<file path="src/rtl/clk_period_monitor_pkg.sv">
`default_nettype none
// +--------------------------------------------------------------------------+
// | clk_mon_pkg: shared types and helpers for the divided-clock monitor.     |
// | Rev 1.0                                                                  |
// +--------------------------------------------------------------------------+
package clk_mon_pkg;

    typedef enum logic [1:0] {
        IDLE   = 2'd0,
        ARM    = 2'd1,
        MEAS   = 2'd2,
        LOCKED = 2'd3
    } state_t;

    localparam int CNT_W_DEF    = 8;
    localparam int LOCK_CNT_DEF = 4;
    localparam int TIMEOUT_DEF  = 255;

    function automatic logic [31:0] sat_inc(input logic [31:0] v, input logic [31:0] max_v);
        return (v >= max_v) ? max_v : v + 32'd1;
    endfunction

endpackage
`default_nettype wire

</file>
<file path="src/rtl/clk_period_monitor_edge_sync.sv">
`default_nettype none
// +--------------------------------------------------------------------------+
// | edge_sync: 2-FF synchronizer plus delayed copy for rise/fall detection.  |
// | Rev 1.0                                                                  |
// +--------------------------------------------------------------------------+
module edge_sync (
    input  logic clk_in,
    input  logic rst_n,
    input  logic async_in,
    output logic s,
    output logic rise,
    output logic fall
);

    logic r_meta;
    logic r_sync;
    logic r_sync_d;

    always_ff @(posedge clk_in) begin
        if (!rst_n) begin
            r_meta   <= 1'b0;
            r_sync   <= 1'b0;
            r_sync_d <= 1'b0;
        end else begin
            r_meta   <= async_in;
            r_sync   <= r_meta;
            r_sync_d <= r_sync;
        end
    end

    assign s    = r_sync;
    assign rise = r_sync & ~r_sync_d;
    assign fall = ~r_sync & r_sync_d;

endmodule
`default_nettype wire

</file>
<file path="src/rtl/clk_period_monitor.sv">
`default_nettype none
// +--------------------------------------------------------------------------+
// | clk_period_monitor: measures period/high time of a slow wave, locks on.  |
// | Rev 1.0                                                                  |
// +--------------------------------------------------------------------------+
module clk_period_monitor
    import clk_mon_pkg::*;
#(
    parameter int CNT_W    = CNT_W_DEF,
    parameter int LOCK_CNT = LOCK_CNT_DEF,
    parameter int TIMEOUT  = TIMEOUT_DEF
) (
    input  logic             clk_in,
    input  logic             rst_n,
    input  logic             clk_slow,
    input  logic [3:0]       n_expected,
    output logic [CNT_W-1:0] period,
    output logic [CNT_W-1:0] high_time,
    output logic             meas_valid,
    output logic             locked,
    output logic             mismatch,
    output logic             timeout
);

    localparam logic [CNT_W-1:0] c_cnt_max    = '1;
    localparam logic [CNT_W-1:0] c_timeout_m1 = CNT_W'(TIMEOUT - 1);
    localparam logic [3:0]       c_lock_cnt   = 4'(LOCK_CNT);

    logic w_s;
    logic w_rise;
    logic w_fall;

    state_t           r_state;
    logic [CNT_W-1:0] r_cnt;
    logic [CNT_W-1:0] r_hcnt;
    logic [CNT_W-1:0] r_idle;
    logic             r_hi_open;
    logic [3:0]       r_match;
    logic [1:0]       r_settle;
    logic [CNT_W-1:0] r_period;
    logic [CNT_W-1:0] r_high_time;
    logic             r_meas_valid;
    logic             r_locked;
    logic             r_mismatch;
    logic             r_timeout;

    logic             w_check_en;
    logic             w_period_ok;
    logic             w_timeout_hit;
    logic [3:0]       w_match_next;

    edge_sync u_edge_sync (
        .clk_in   (clk_in),
        .rst_n    (rst_n),
        .async_in (clk_slow),
        .s        (w_s),
        .rise     (w_rise),
        .fall     (w_fall)
    );

    // A period with no fall seen, or one that saturated, can never match.
    assign w_check_en    = (n_expected >= 4'd2);
    assign w_period_ok   = !r_hi_open && (r_cnt == CNT_W'(n_expected)) && (r_cnt != c_cnt_max);
    assign w_timeout_hit = (r_idle == c_timeout_m1) && !w_rise;
    assign w_match_next  = (r_match >= c_lock_cnt - 4'd1) ? c_lock_cnt : r_match + 4'd1;

    always_ff @(posedge clk_in) begin
        if (!rst_n) begin
            r_state      <= IDLE;
            r_cnt        <= '0;
            r_hcnt       <= '0;
            r_idle       <= '0;
            r_hi_open    <= 1'b0;
            r_match      <= '0;
            r_settle     <= '0;
            r_period     <= '0;
            r_high_time  <= '0;
            r_meas_valid <= 1'b0;
            r_locked     <= 1'b0;
            r_mismatch   <= 1'b0;
            r_timeout    <= 1'b0;
        end else begin
            r_meas_valid <= 1'b0;
            r_mismatch   <= 1'b0;

            // The synchronizer output is only meaningful two cycles after reset.
            if (r_settle != 2'd2) begin
                r_settle <= r_settle + 2'd1;
            end

            if (w_rise || (r_state == IDLE)) begin
                r_idle <= '0;
            end else begin
                r_idle <= CNT_W'(sat_inc(32'(r_idle), 32'(c_cnt_max)));
            end

            case (r_state)
                IDLE: begin
                    if ((r_settle == 2'd2) && !w_s) begin
                        r_state <= ARM;
                    end
                end
                ARM: begin
                    if (w_rise) begin
                        r_state   <= MEAS;
                        r_cnt     <= CNT_W'(1);
                        r_hcnt    <= CNT_W'(1);
                        r_hi_open <= 1'b1;
                        r_timeout <= 1'b0;
                    end else if (w_timeout_hit) begin
                        r_timeout <= 1'b1;
                        r_locked  <= 1'b0;
                        r_match   <= '0;
                        r_state   <= IDLE;
                    end
                end
                MEAS, LOCKED: begin
                    if (w_rise) begin
                        r_period     <= r_cnt;
                        r_meas_valid <= 1'b1;
                        if (r_hi_open) begin
                            r_high_time <= r_cnt;
                        end
                        r_cnt     <= CNT_W'(1);
                        r_hcnt    <= CNT_W'(1);
                        r_hi_open <= 1'b1;
                        if (!w_check_en) begin
                            r_match  <= '0;
                            r_locked <= 1'b0;
                            r_state  <= MEAS;
                        end else if (w_period_ok) begin
                            r_match <= w_match_next;
                            if (w_match_next == c_lock_cnt) begin
                                r_locked <= 1'b1;
                                r_state  <= LOCKED;
                            end
                        end else begin
                            r_mismatch <= 1'b1;
                            r_match    <= '0;
                            r_locked   <= 1'b0;
                            r_state    <= MEAS;
                        end
                    end else if (w_timeout_hit) begin
                        r_timeout <= 1'b1;
                        r_locked  <= 1'b0;
                        r_match   <= '0;
                        r_state   <= IDLE;
                    end else begin
                        r_cnt <= CNT_W'(sat_inc(32'(r_cnt), 32'(c_cnt_max)));
                        if (r_hi_open) begin
                            if (w_fall) begin
                                r_high_time <= r_hcnt;
                                r_hi_open   <= 1'b0;
                            end else begin
                                r_hcnt <= CNT_W'(sat_inc(32'(r_hcnt), 32'(c_cnt_max)));
                            end
                        end
                    end
                end
                default: r_state <= IDLE;
            endcase
        end
    end

    assign period     = r_period;
    assign high_time  = r_high_time;
    assign meas_valid = r_meas_valid;
    assign locked     = r_locked;
    assign mismatch   = r_mismatch;
    assign timeout    = r_timeout;

endmodule
`default_nettype wire

</file>
<file path="config.mk">
export PLATFORM = sky130hd
export DESIGN_NAME = clk_period_monitor
export DESIGN_NICKNAME = d
export VERILOG_FILES = /design/src/rtl/clk_period_monitor_pkg.sv /design/src/rtl/clk_period_monitor_edge_sync.sv /design/src/rtl/clk_period_monitor.sv
export SDC_FILE = /design/constraint.sdc
export NUM_CORES = 1
export LEC_CHECK = 0
export ABC_AREA = 1
export CAP_MARGIN = 20
export CORE_UTILIZATION = 30
export CTS_BUF_LIST = sky130_fd_sc_hd__clkbuf_16
export DETAILED_ROUTE_END_ITERATION = 12
export HOLD_SLACK_MARGIN = 0.06
export PLACE_DENSITY_LB_ADDON = 0.08
export RECOVER_POWER = 25
export SLEW_MARGIN = 25
export SYNTH_ARGS = -nofsm -noshare
export SYNTH_HDL_FRONTEND = slang
export SYNTH_SLANG_ARGS = --single-unit
</file>
<file path="constraint.sdc">
create_clock -name clk_in -period 1.3 [get_ports clk_in]
set_input_delay 0.13 -clock clk_in [delete_from_list [all_inputs] [get_ports clk_in]]
set_output_delay 0.13 -clock clk_in [all_outputs]
set_load 0.01 [all_outputs]
</file>
==> results of run 1 <==
## final cells by class
cell class,instances,area [um2],area share [%]
repair buffers,97,903,20.8
well taps,108,135,3.11
clock inverters,3,38.8,0.894
flip-flops and latches,56,1130,26.1
multi-input cells,281,1790,41.3
inverters,52,213,4.90
clock buffers,5,125,2.88
## cell families (layout without fill, tap and decap cells)
family | Yosys count | count (layout) | share of synthesized area, %
XOR/XNOR | 3 | 3 | 0.945
adder cells (fa/ha/maj) | 8 | 8 | 3.60
flip-flops | 56 | 56 | 40.3
AO/OA/AOI/OAI | 74 | 74 | 14.2
AND/OR/NAND/NOR | 195 | 196 | 32.2
buffers and inverters | 61 | 157 | 8.77
## worst paths after layout
kind,cells after the start,startpoint,to
setup / recovery,9,u_edge_sync.r_sync_d$_SDFF_PN0_,r_hcnt[2]$_SDFFE_PN0P_
hold / removal,3,clk_slow,u_edge_sync.r_meta$_SDFF_PN0_
setup reg to reg,9,u_edge_sync.r_sync_d$_SDFF_PN0_,r_hcnt[2]$_SDFFE_PN0P_
hold reg to reg,2,u_edge_sync.r_meta$_SDFF_PN0_,u_edge_sync.s$_SDFF_PN0_
## per-stage QoR
stage	setup WS [ns]	std cells	setup TNS (ns)	util [%]	instance area, um2
6_report	-0.111	602	-1.53	49.1	4340
5_1_grt	-0.213	602	-5.12	49.1	4340
4_1_cts	-0.0828	601	-1.17	46.4	4100
3_5_place_dp	-0.237	585	-6.02	41.6	3680
3_3_place_gp	-0.223	585	-5.49	41.6	3680
2_1_floorplan	-0.0463	397	-0.171	-	2800
## timing repair
action / in CTS / in global routing
gates resized for setup: 69 / 70
cloned: 1 / 0
endpoints found under the hold margin: 0 / 0
setup endpoints to repair: 58 / 59
pin swaps: 31 / 20
buffers inserted: 7 / 3
## per-layer routing
| metal | global-route usage [%] | wire length (um) | vias up |
|---|---|---|---|
| met5 | 0 | 0 | - |
| met2 | 27.6 | 3580 | 34 |
| li1 | - | - | 1483 |
| met4 | 4.13 | 74 | 0 |
| met1 | 20.7 | 3490 | 1264 |
| met3 | 2.15 | 173 | 7 |
## layout by cell type (no fill, tap or decap), types with 5 or more instances in the layout
master / Yosys / layout
nand2_1: 92 / 74
buf_4: 2 / 60
dfxtp_1: 56 / 49
inv_1: 48 / 41
nand3_1: 43 / 30
a21oi_1: 36 / 23
nor2_1: 35 / 22
nand2_2: 5 / 20
o21ai_0: 31 / 18
a21oi_2: 0 / 13
nand3_2: 2 / 12
nor2_4: 2 / 11
o21ai_1: 1 / 10
inv_2: 3 / 8
clkdlybuf4s50_1: 0 / 8
dlygate4sd2_1: 0 / 8
nor2_2: 3 / 7
dlymetal6s2s_1: 0 / 7
buf_12: 0 / 7
nand2_4: 1 / 5
o21ai_2: 1 / 5
nand4_1: 5 / 5
clkbuf_16: 0 / 5
dfxtp_2: 0 / 5
## critical path, stage by stage, from the launching register on
cell	delay, ns
dfxtp_2	0.36
inv_2	0.05
ha_4	0.18
inv_4	0.08
nand4_1	0.18
buf_4	0.20
nand3_4	0.07
inv_6	0.05
nand2_1	0.05
a21oi_1	0.06
## power by group
part           leakage, nW  total [W]  switching (W)  internal (W)
Sequential           0.456    0.00182      0.0000506       0.00177
Combinational         1.35   0.000544       0.000296      0.000247
Clock               0.0850    0.00152       0.000623      0.000901
## registers in the layout, indices dropped and copies added, names as in the netlist, 2 cells and up
name and flops:
period 8, r_settle 2, r_cnt 8, high_time 8, r_match 4, r_idle 8
r_hcnt 8, r_state 2
==> flow_summary.ini, run 1 <==
[status]
status = complete, but fails checks
violations = negative setup slack

[power_and_ir_drop]
peakVddDrop_uv = 508
power.density_mw_per_mm2 = 895
power_leakage_nw = 1.89
p_total_w = 0.00388

[timing]
fin_crit_sh_pct = 109
drv_slew = 0
setup_viol_count_final = 30
worst_pin_slew_ns = 0.301
period_needed_ns = 1.41
max_freq_mhz = 709
rsz0062_at_grt = true
setup_slack_ns = -0.111
fin_hold_ws_ns = 0.370
hold_violations = 0
slew_headroom_pct = 79.9
worst_clock_skew_ns = 0.00356

[layout]
fin_nets = 508
n_antenna_cell = 0
area_growth_pct = 56.1
fill_cells = 912
layout-drive-gt1-share_pct = 37.4

[drt]
final_antenna_net_count = 0
post_drt_wl_per_cell_um = 12.2
wirelength_um = 7320
drc = 0
routed-via-count = 2788
dr.pass1.iters = 6
vias_per_cell = 4.63
drt_iter0_drc = 61

[synth]
synth_fp_nets = 412
yosysMostFrequentCell = nand2_1
syn_area_mm2 = 0.00278
yosys.area.top_type = dfxtp_1
synth-seq-cells = 56
ys.flop_type = dfxtp_1
yosysSeqAreaShare_pct = 40.3
synth.area.top_cells = dfxtp_1 40%, nand2_1 12%, nand3_1 7.7%
synth_common_cells = 92 x nand2_1, 56 x dfxtp_1, 48 x inv_1
ys.warnings.count = 0
synth_cell_types = 33
postSynth.asyncResetShare_pct = 0
synthCells = 397
synth_enable_flop_cells = 0
synth_top_area_share_pct = 40.3
syn_area_per_cell_um2 = 7.01

[clocking]
cts_buffers = 5
clock_tree.root_cell = clkbuf_16
clockBufferDepth = 2
clk_pin_slew_ns = 0.07
hold_buffers = 0
tritoncts = done
clock-sinks = 56
h-tree-depth = 2
clkLatencyLatePin_ns = 0.29

[worst_setup_path]
critical_path_class = reg -> reg
crit_arrival_ns = 1.58
timing.reg2reg.setup_slack_ns = -0.11
required_ns = 1.47
cp-end-kind = flip-flop
worstSetupStartpointType = flip-flop
worstPathMaxFanout = 7

[global_route]
gr-usage-all-layers_pct = 15.9
grt_pass1_wl_um = 12400
antenna_found_initial = 0
grt_pass1_vias = 2648
grt_remaining_overflow = 0
grt_max_degree = 22

[floorplan]
row_count = 34
initial_core_util_pct = 31.4
fp.dieH_um = 98.3
core_mm2 = 0.00885
die_area_mm2 = 0.00966
ios = 27
dieWidth_um = 98.3

[job]
drv_cap = 0

[hold_path]
hp-class = in -> reg

[placement]
port_buffers = 26
place_congestion = 0.760
post-dp-hpwl_um = 5180
Note: power is estimated with default switching activity, not from simulation.
==> run 2, diff against run 1 <==
--- a/config.mk
+++ b/config.mk
@@ -7,6 +7,7 @@
 export LEC_CHECK = 0
 export ABC_AREA = 1
 export CAP_MARGIN = 20
+export CORE_MARGIN = 2
 export CORE_UTILIZATION = 30
 export CTS_BUF_LIST = sky130_fd_sc_hd__clkbuf_16
 export DETAILED_ROUTE_END_ITERATION = 12
==> constraint.sdc (replaced) <==
create_clock -name clk_in -period 1.7 [get_ports clk_in]
set_input_delay 0.17 -clock clk_in [delete_from_list [all_inputs] [get_ports clk_in]]
set_output_delay 0.17 -clock clk_in [all_outputs]
set_load 0.01 [all_outputs]
==> flow_summary.ini, run 2 (same netlist as run 1, synthesis figures left out) <==
[status]
status = completed

[timing]
fin_crit_sh_pct = 93.2
period_needed_ns = 1.58
rsz0062_at_grt = true
worst_pin_slew_ns = 0.565
fin_hold_ws_ns = 0.416
setup_slack_ns = 0.116
drv_slew = 0
worst_clock_skew_ns = 0.00312
hold_violations = 0
slew_headroom_pct = 62.0
max_freq_mhz = 631
setup_viol_count_final = 0

[placement]
dpl-instance-area_mm2 = 0.00323
dpl_worst_slack_ns = 0.118
post-dp-hpwl_um = 5000
numPlacedInstances = 538
place_congestion = 0.751
port_buffers = 26

[global_route]
grt_pass1_wl_um = 11300
gr-usage-all-layers_pct = 14.1
grt_max_degree = 20
grt_remaining_overflow = 0
grt_pass1_vias = 2378
antenna_found_initial = 0

[layout]
layout-drive-gt1-share_pct = 9.66
n_antenna_cell = 0
fill_cells = 993
mostFrequentLayoutCell = nand2_1
fin_cells = 546
fin_area_mm2 = 0.00337
area_growth_pct = 21.2
layout_common_cells = 93 x nand2_1, 56 x dfxtp_1, 48 x inv_1
fin_nets = 449

[worst_setup_path]
worstPathMaxFanout = 10
cp-end-kind = flip-flop
required_ns = 1.92
worstSetupStartpointType = flip-flop
crit_arrival_ns = 1.80
timing.reg2reg.setup_slack_ns = 0.12
critical_path_class = reg -> reg

[clocking]
postCtsSetupRepairBufs = 0
clkLatencyLatePin_ns = 0.29
clockBufferDepth = 2
cts.repair.resized = 0
clk_pin_slew_ns = 0.07
hold_buffers = 0
cts_buffers = 5
h-tree-depth = 2
clock_tree.root_cell = clkbuf_16
clock-sinks = 56
tritoncts = done

[drt]
final_antenna_net_count = 0
post_drt_wl_per_cell_um = 12.1
dr.pass1.iters = 4
drc = 0
routed-via-count = 2464
vias_per_cell = 4.51
drt_iter0_drc = 107
wirelength_um = 6610

[power_and_ir_drop]
power.density_mw_per_mm2 = 782
p_total_w = 0.00264
power_leakage_nw = 1.36
peakVddDrop_uv = 402

[job]
drv_cap = 0

[floorplan]
ios = 27
fp.dieH_um = 100
die_area_mm2 = 0.0101
core_mm2 = 0.00911
dieWidth_um = 100
initial_core_util_pct = 30.5
row_count = 35

[hold_path]
hp-class = reg -> reg
[run 2: cell count changes in the layout (fill, tap and decap cells not counted), moves of 13 or more]
cell     before  now
nor2_1       22   35
nand2_1      74   93
nand2_2      20    4
buf_4        60   13
a21oi_2      13    0
o21ai_0      18   31
a21oi_1      23   36
nand3_1      30   43
[run 2: area by class of cell]
type	instances	area, um2	area share [%]
inverters	52	200	5.94
flip-flops and latches	56	1120	33.3
multi-input cells	280	1410	41.9
clock buffers	5	125	3.71
repair buffers	39	358	10.6
well taps	111	139	4.12
clock inverters	3	13.8	0.408
[run 2: per-layer routing]
layer,vias to the layer above,GRT usage [%],share of wire (%)
met2,31,23.1,46
met1,1070,19.1,51
met3,4,2.79,2.5
li1,1359,-,-
met5,-,0,0
met4,0,3.48,0.86
[run 2: critical path: stages (launching register included)]
cell and delay [ns]:
dfxtp_1 0.33, inv_1 0.05, ha_1 0.22, inv_1 0.20, nand2_1 0.10, nor2_1 0.12
nor2_1 0.06, nand2_2 0.19, o21ai_0 0.11, a21oi_1 0.12
[run 2: path summary, 6_finish.rpt]
check	depth (start not counted)	start	to
max reg2reg	9	u_edge_sync.r_sync_d$_SDFF_PN0_	r_hcnt[0]$_SDFFE_PN0P_
min reg2reg	2	u_edge_sync.r_meta$_SDFF_PN0_	u_edge_sync.s$_SDFF_PN0_
max	9	u_edge_sync.r_sync_d$_SDFF_PN0_	r_hcnt[0]$_SDFFE_PN0P_
min	2	u_edge_sync.r_meta$_SDFF_PN0_	u_edge_sync.s$_SDFF_PN0_
[run 2: power breakdown]
group / internal [W] / switching [W] / total (W)
combinational: 0.0000883 / 0.000155 / 0.000243
sequential: 0.00135 / 0.0000404 / 0.00139
clock: 0.000537 / 0.000463 / 0.00100
[run 2: stage by stage]
| stage | setup TNS, ns | utilization [%] |
|---|---|---|
| 2_1_floorplan | 0 | - |
| 3_3_place_gp | 0 | 35.5 |
| 3_5_place_dp | 0 | 35.5 |
| 4_1_cts | 0 | 37.0 |
| 5_1_grt | -0.380 | 37.0 |
| 6_report | 0 | 37.0 |
==> run 3, diff against run 2 <==
--- a/config.mk
+++ b/config.mk
@@ -12,7 +12,7 @@
 export CTS_BUF_LIST = sky130_fd_sc_hd__clkbuf_16
 export DETAILED_ROUTE_END_ITERATION = 12
 export HOLD_SLACK_MARGIN = 0.06
-export PLACE_DENSITY_LB_ADDON = 0.08
+export PLACE_DENSITY_LB_ADDON = 0.25
 export RECOVER_POWER = 25
 export SLEW_MARGIN = 25
 export SYNTH_ARGS = -nofsm -noshare
==> flow_summary.ini, run 3 (same netlist as run 1, synthesis figures left out) <==
[timing]
fin_crit_sh_pct = 91.6
rsz0062_at_grt = false
setup_viol_count_final = 0
hold_violations = 0
worst_clock_skew_ns = 0.00829
slew_headroom_pct = 67.9
period_needed_ns = 1.56
tns_ns = 0
worst_pin_slew_ns = 0.481
drv_slew = 0
max_freq_mhz = 642
setup_slack_ns = 0.143

[worst_setup_path]
reg2reg_depth = 6
r2r_start = u_edge_sync.r_sync_d$_SDFF_PN0_
required_ns = 1.92
timing.reg2reg.setup_slack_ns = 0.14
critical_path_class = reg -> reg
crit_arrival_ns = 1.78
worstSetupStartpointType = flip-flop
r2r-end = r_idle[6]$_SDFF_PP0_
worstPathMaxFanout = 19
cp-end-kind = flip-flop

[floorplan]
ios = 27
row_count = 35
initial_core_util_pct = 30.5
dieWidth_um = 100
fp.dieH_um = 100
die_area_mm2 = 0.0101
core_mm2 = 0.00911

[drt]
vias_per_cell = 4.66
wirelength_um = 6400
post_drt_wl_per_cell_um = 11.8
final_antenna_net_count = 0
drc = 0
dr.pass1.iters = 5
routed-via-count = 2530
drt_iter0_drc = 73

[clocking]
clk_pin_slew_ns = 0.07
hold_buffers = 0
clkLatencyLatePin_ns = 0.29
clock-sinks = 56
cts_buffers = 5
tritoncts = done
clockBufferDepth = 2
h-tree-depth = 2
clock_tree.root_cell = clkbuf_16

[global_route]
gr-usage-all-layers_pct = 13.5
grt_remaining_overflow = 0
grt_max_degree = 22
grt_pass1_vias = 2357
grt_pass1_wl_um = 11000
antenna_found_initial = 0

[layout]
mostFrequentLayoutCell = nand2_1
final_util_pct = 36.9
fill_cells = 985
fin_nets = 446
n_antenna_cell = 0
layout_common_cells = 92 x nand2_1, 55 x dfxtp_1, 47 x inv_1
area_growth_pct = 21.0
layout-drive-gt1-share_pct = 9.72

[hold_path]
min_path_cells = 3
hp-start = clk_slow
min_to = u_edge_sync.r_meta$_SDFF_PN0_
hp-class = in -> reg

[power_and_ir_drop]
power.density_mw_per_mm2 = 782
p_total_w = 0.00263
power_leakage_nw = 1.35
peakVddDrop_uv = 366

[placement]
dpl_worst_slack_ns = 0.0934
post-dp-hpwl_um = 4830
port_buffers = 26
place_congestion = 0.849

[job]
drv_cap = 0

[status]
status = completed
run 3: cell types whose count changed in the layout (fill, tap and decap cells not counted), sizes merged:
cell,before,now
buf,13,10
clkdlybuf4s50,15,14
dlygate4sd3,11,12
run 3: power by group:
part	leakage, nW	switching, W	internal (W)
sequential	0.453	0.0000427	0.00135
clock	0.0710	0.000460	0.000537
combinational	0.831	0.000151	0.0000884
run 3: how the worst max path moves through the flow:
stage / start / endpoint
floorplan: u_edge_sync.r_sync_d$_SDFF_PN0_ / high_time[0]$_SDFFE_PN0P_
global placement: n_expected[1] / r_state[0]$_SDFFE_PN0P_
finish: u_edge_sync.r_sync_d$_SDFF_PN0_ / r_idle[6]$_SDFF_PP0_
global route: u_edge_sync.r_sync_d$_SDFF_PN0_ / r_hcnt[6]$_SDFFE_PN0P_
CTS: u_edge_sync.r_sync_d$_SDFF_PN0_ / r_cnt[0]$_SDFFE_PN0P_
detailed placement: n_expected[1] / r_state[0]$_SDFFE_PN0P_
run 3: per-stage QoR:
step / instances / cell area [um2] / hold WS [ns]
after floorplan: 397 / 2780 / 0.268
after global placement: 535 / 3220 / 0.413
after detailed placement: 535 / 3220 / 0.411
after CTS: 543 / 3360 / 0.403
after global routing: 543 / 3360 / 0.406
final: 543 / 3360 / 0.406
run 3: critical path: stages, from the launching register on:
cell and delay [ns]:
dfxtp_1 0.33, inv_1 0.05, ha_1 0.24, buf_12 0.17, nor3_2 0.36, inv_1 0.17
a31oi_1 0.17
run 3: cell type report:
type	instances	area, um2	share of cell area (%)
Multi-Input combinational cell	280	1420	42.1
Inverter	52	200	5.95
Tap cell	111	139	4.13
Clock inverter	3	13.8	0.409
Sequential cell	56	1120	33.4
Clock buffer	5	125	3.72
Timing Repair Buffer	36	348	10.3
run 3: timing repair:
action	in CTS	in global routing
gates resized for setup	0	4
buffers inserted	0	0
endpoints found under the setup margin	0	14
hold endpoints to repair	0	0
run 3: routing by layer:
| metal | vias up | wire [um] | track usage, % | share of wire, % |
|---|---|---|---|---|
| met5 | - | 0 | 0 | 0 |
| met4 | 0 | 72 | 4.43 | 1.1 |
| met3 | 4 | 170 | 2.51 | 2.7 |
| met2 | 32 | 3110 | 23.4 | 49 |
| met1 | 1137 | 3050 | 16.8 | 48 |
| li1 | 1357 | - | - | - |
==> variant (settings of run 1) <==
The 4 states of `state_t` get a one-hot encoding in 4 bits.
--- a/src/rtl/clk_period_monitor_pkg.sv
+++ b/src/rtl/clk_period_monitor_pkg.sv
@@ -6,9 +6,9 @@
 package clk_mon_pkg;
 
-    typedef enum logic [1:0] {
-        IDLE   = 2'd0,
-        ARM    = 2'd1,
-        MEAS   = 2'd2,
-        LOCKED = 2'd3
+    typedef enum logic [3:0] {
+        IDLE   = 4'b0001,
+        ARM    = 4'b0010,
+        MEAS   = 4'b0100,
+        LOCKED = 4'b1000
     } state_t;
 
Formal check against the unedited RTL: same outputs for any inputs over 10 cycles, from zero or initial values and one cycle with rst_n low; not proved beyond that.
==> variant against run 1 <==
Critical endpoint is now r_hcnt[0]; largest power group is now the clock network; sequential share of layout area shrank 1.4 points; power grew 31%; area after synthesis grew 5.4%; critical path type unchanged; count of clock-buffer cells in the layout grew 4; sequential cell count grew 2; highest routed layer unchanged; routed wire length grew 14%; final area grew 9.6%; worst setup slack lost 0.11 ns; global-route usage grew 1.5 points; the run still ends with setup timing left; worst hold slack lost 0.0016 ns.
==> variant: results (changes against run 1) <==
| Metric | Value |
|---|---|
| Worst path max stage delay | `0.33 ns (was 0.36 ns)` |
| DP Cell Count | `636 (was 585)` |
| Finish-stage setup viols | `42 (was 30)` |
| Failing checks | `setup timing (unchanged)` |
| Fraction of the mapped netlist area in adder cells | `0.03416 (was 0.03599)` |
| Top cells by count, synth | `nand2_1 (68), inv_1 (61), dfxtp_1 (58), o21ai_0 (47), a21oi_1 (35) (was nand2_1 (92), dfxtp_1 (56), inv_1 (48), nand3_1 (43), a21oi_1 (36))` |
| Routed WL per cell | `12.50 microns (was 12.16 microns)` |
| GRT Total Usage | `0.1740 (was 0.1589)` |
| Clkbuf count | `9 (was 5)` |
| Post-Syn Nets | `421 (was 412)` |
| Register area share after synthesis | `0.3962 (was 0.4031)` |
| Via density | `4.475 (was 4.631)` |
| Fillers | `934 (was 912)` |
| Synth area leaders | `dfxtp_1 (40%), nand2_1 (8.7%), o21ai_0 (8.0%), inv_1 (7.8%), a21oi_1 (6.0%) (was dfxtp_1 (40%), nand2_1 (12%), nand3_1 (7.7%), a21oi_1 (6.5%), inv_1 (6.5%))` |
| Post-synthesis area per instance | `7.218 sq um (was 7.006 sq um)` |
| Sequential cell area | `1179 sq um (was 1135 sq um)` |
| CTS buffer count | `9 (was 5)` |
| Register-to-Register Path Depth | `11 (was 9)` |
| Seq Cell Count | `58 (was 56)` |
| Clock transition at path regs | `0.05 ns (was 0.07 ns)` |
| Vias | `2976 (was 2788)` |
| Initial drt markers | `89 (was 61)` |
| Gp weighted congestion | `0.8696 (was 0.7601)` |
| Post-layout net count | `546 (was 508)` |
| GR met3 Demand/Resource | `0.03537 (was 0.02147)` |
| Worst setup margin | `-0.2212 ns (was -0.1110 ns)` |
| FF-to-FF End | `r_hcnt[0] (was r_hcnt[2])` |
| Worst VDD drop | `0.0008604 V (was 0.0005084 V)` |
| Share of cells above drive strength 1 | `0.4198 (was 0.3745)` |
| Status | `finished, violations left (unchanged)` |
| Htree depth | `3 (was 2)` |
| Synth cell types | `29 (was 33)` |
==> variant: cell count changes after synthesis, sizes merged, moves of 4 or more <==
cell	before	now
nand3	45	33
o2111ai	0	4
inv	52	68
o21ai	33	51
nor2	40	33
a21oi	37	43
nand2	99	79
xor2	2	6
==> variant: per-stage QoR <==
step | utilization | TNS [ns] | area (sq um)
5_1_grt | 0.5076 | -10.37 | 4757
6_report | 0.5076 | -6.368 | 4757
2_1_floorplan | - | -3.478 | 2967
3_5_place_dp | 0.4264 | -9.787 | 3996
4_1_cts | 0.4786 | -6.669 | 4486
3_3_place_gp | 0.4264 | -9.677 | 3996
==> variant: power breakdown <==
group	switching (uW)	internal, uW	total [uW]
registers	49.4	1850	1900
logic	368	321	688
clock network	833	1650	2490
total	1250	3820	5070
==> variant: repair_timing <==
action,in CTS,in global routing
gates cloned,1,2
hold buffers,0,0
resized for setup,76,75
buffers inserted,7,4
pin swaps,10,24
endpoints found under the setup margin,64,53
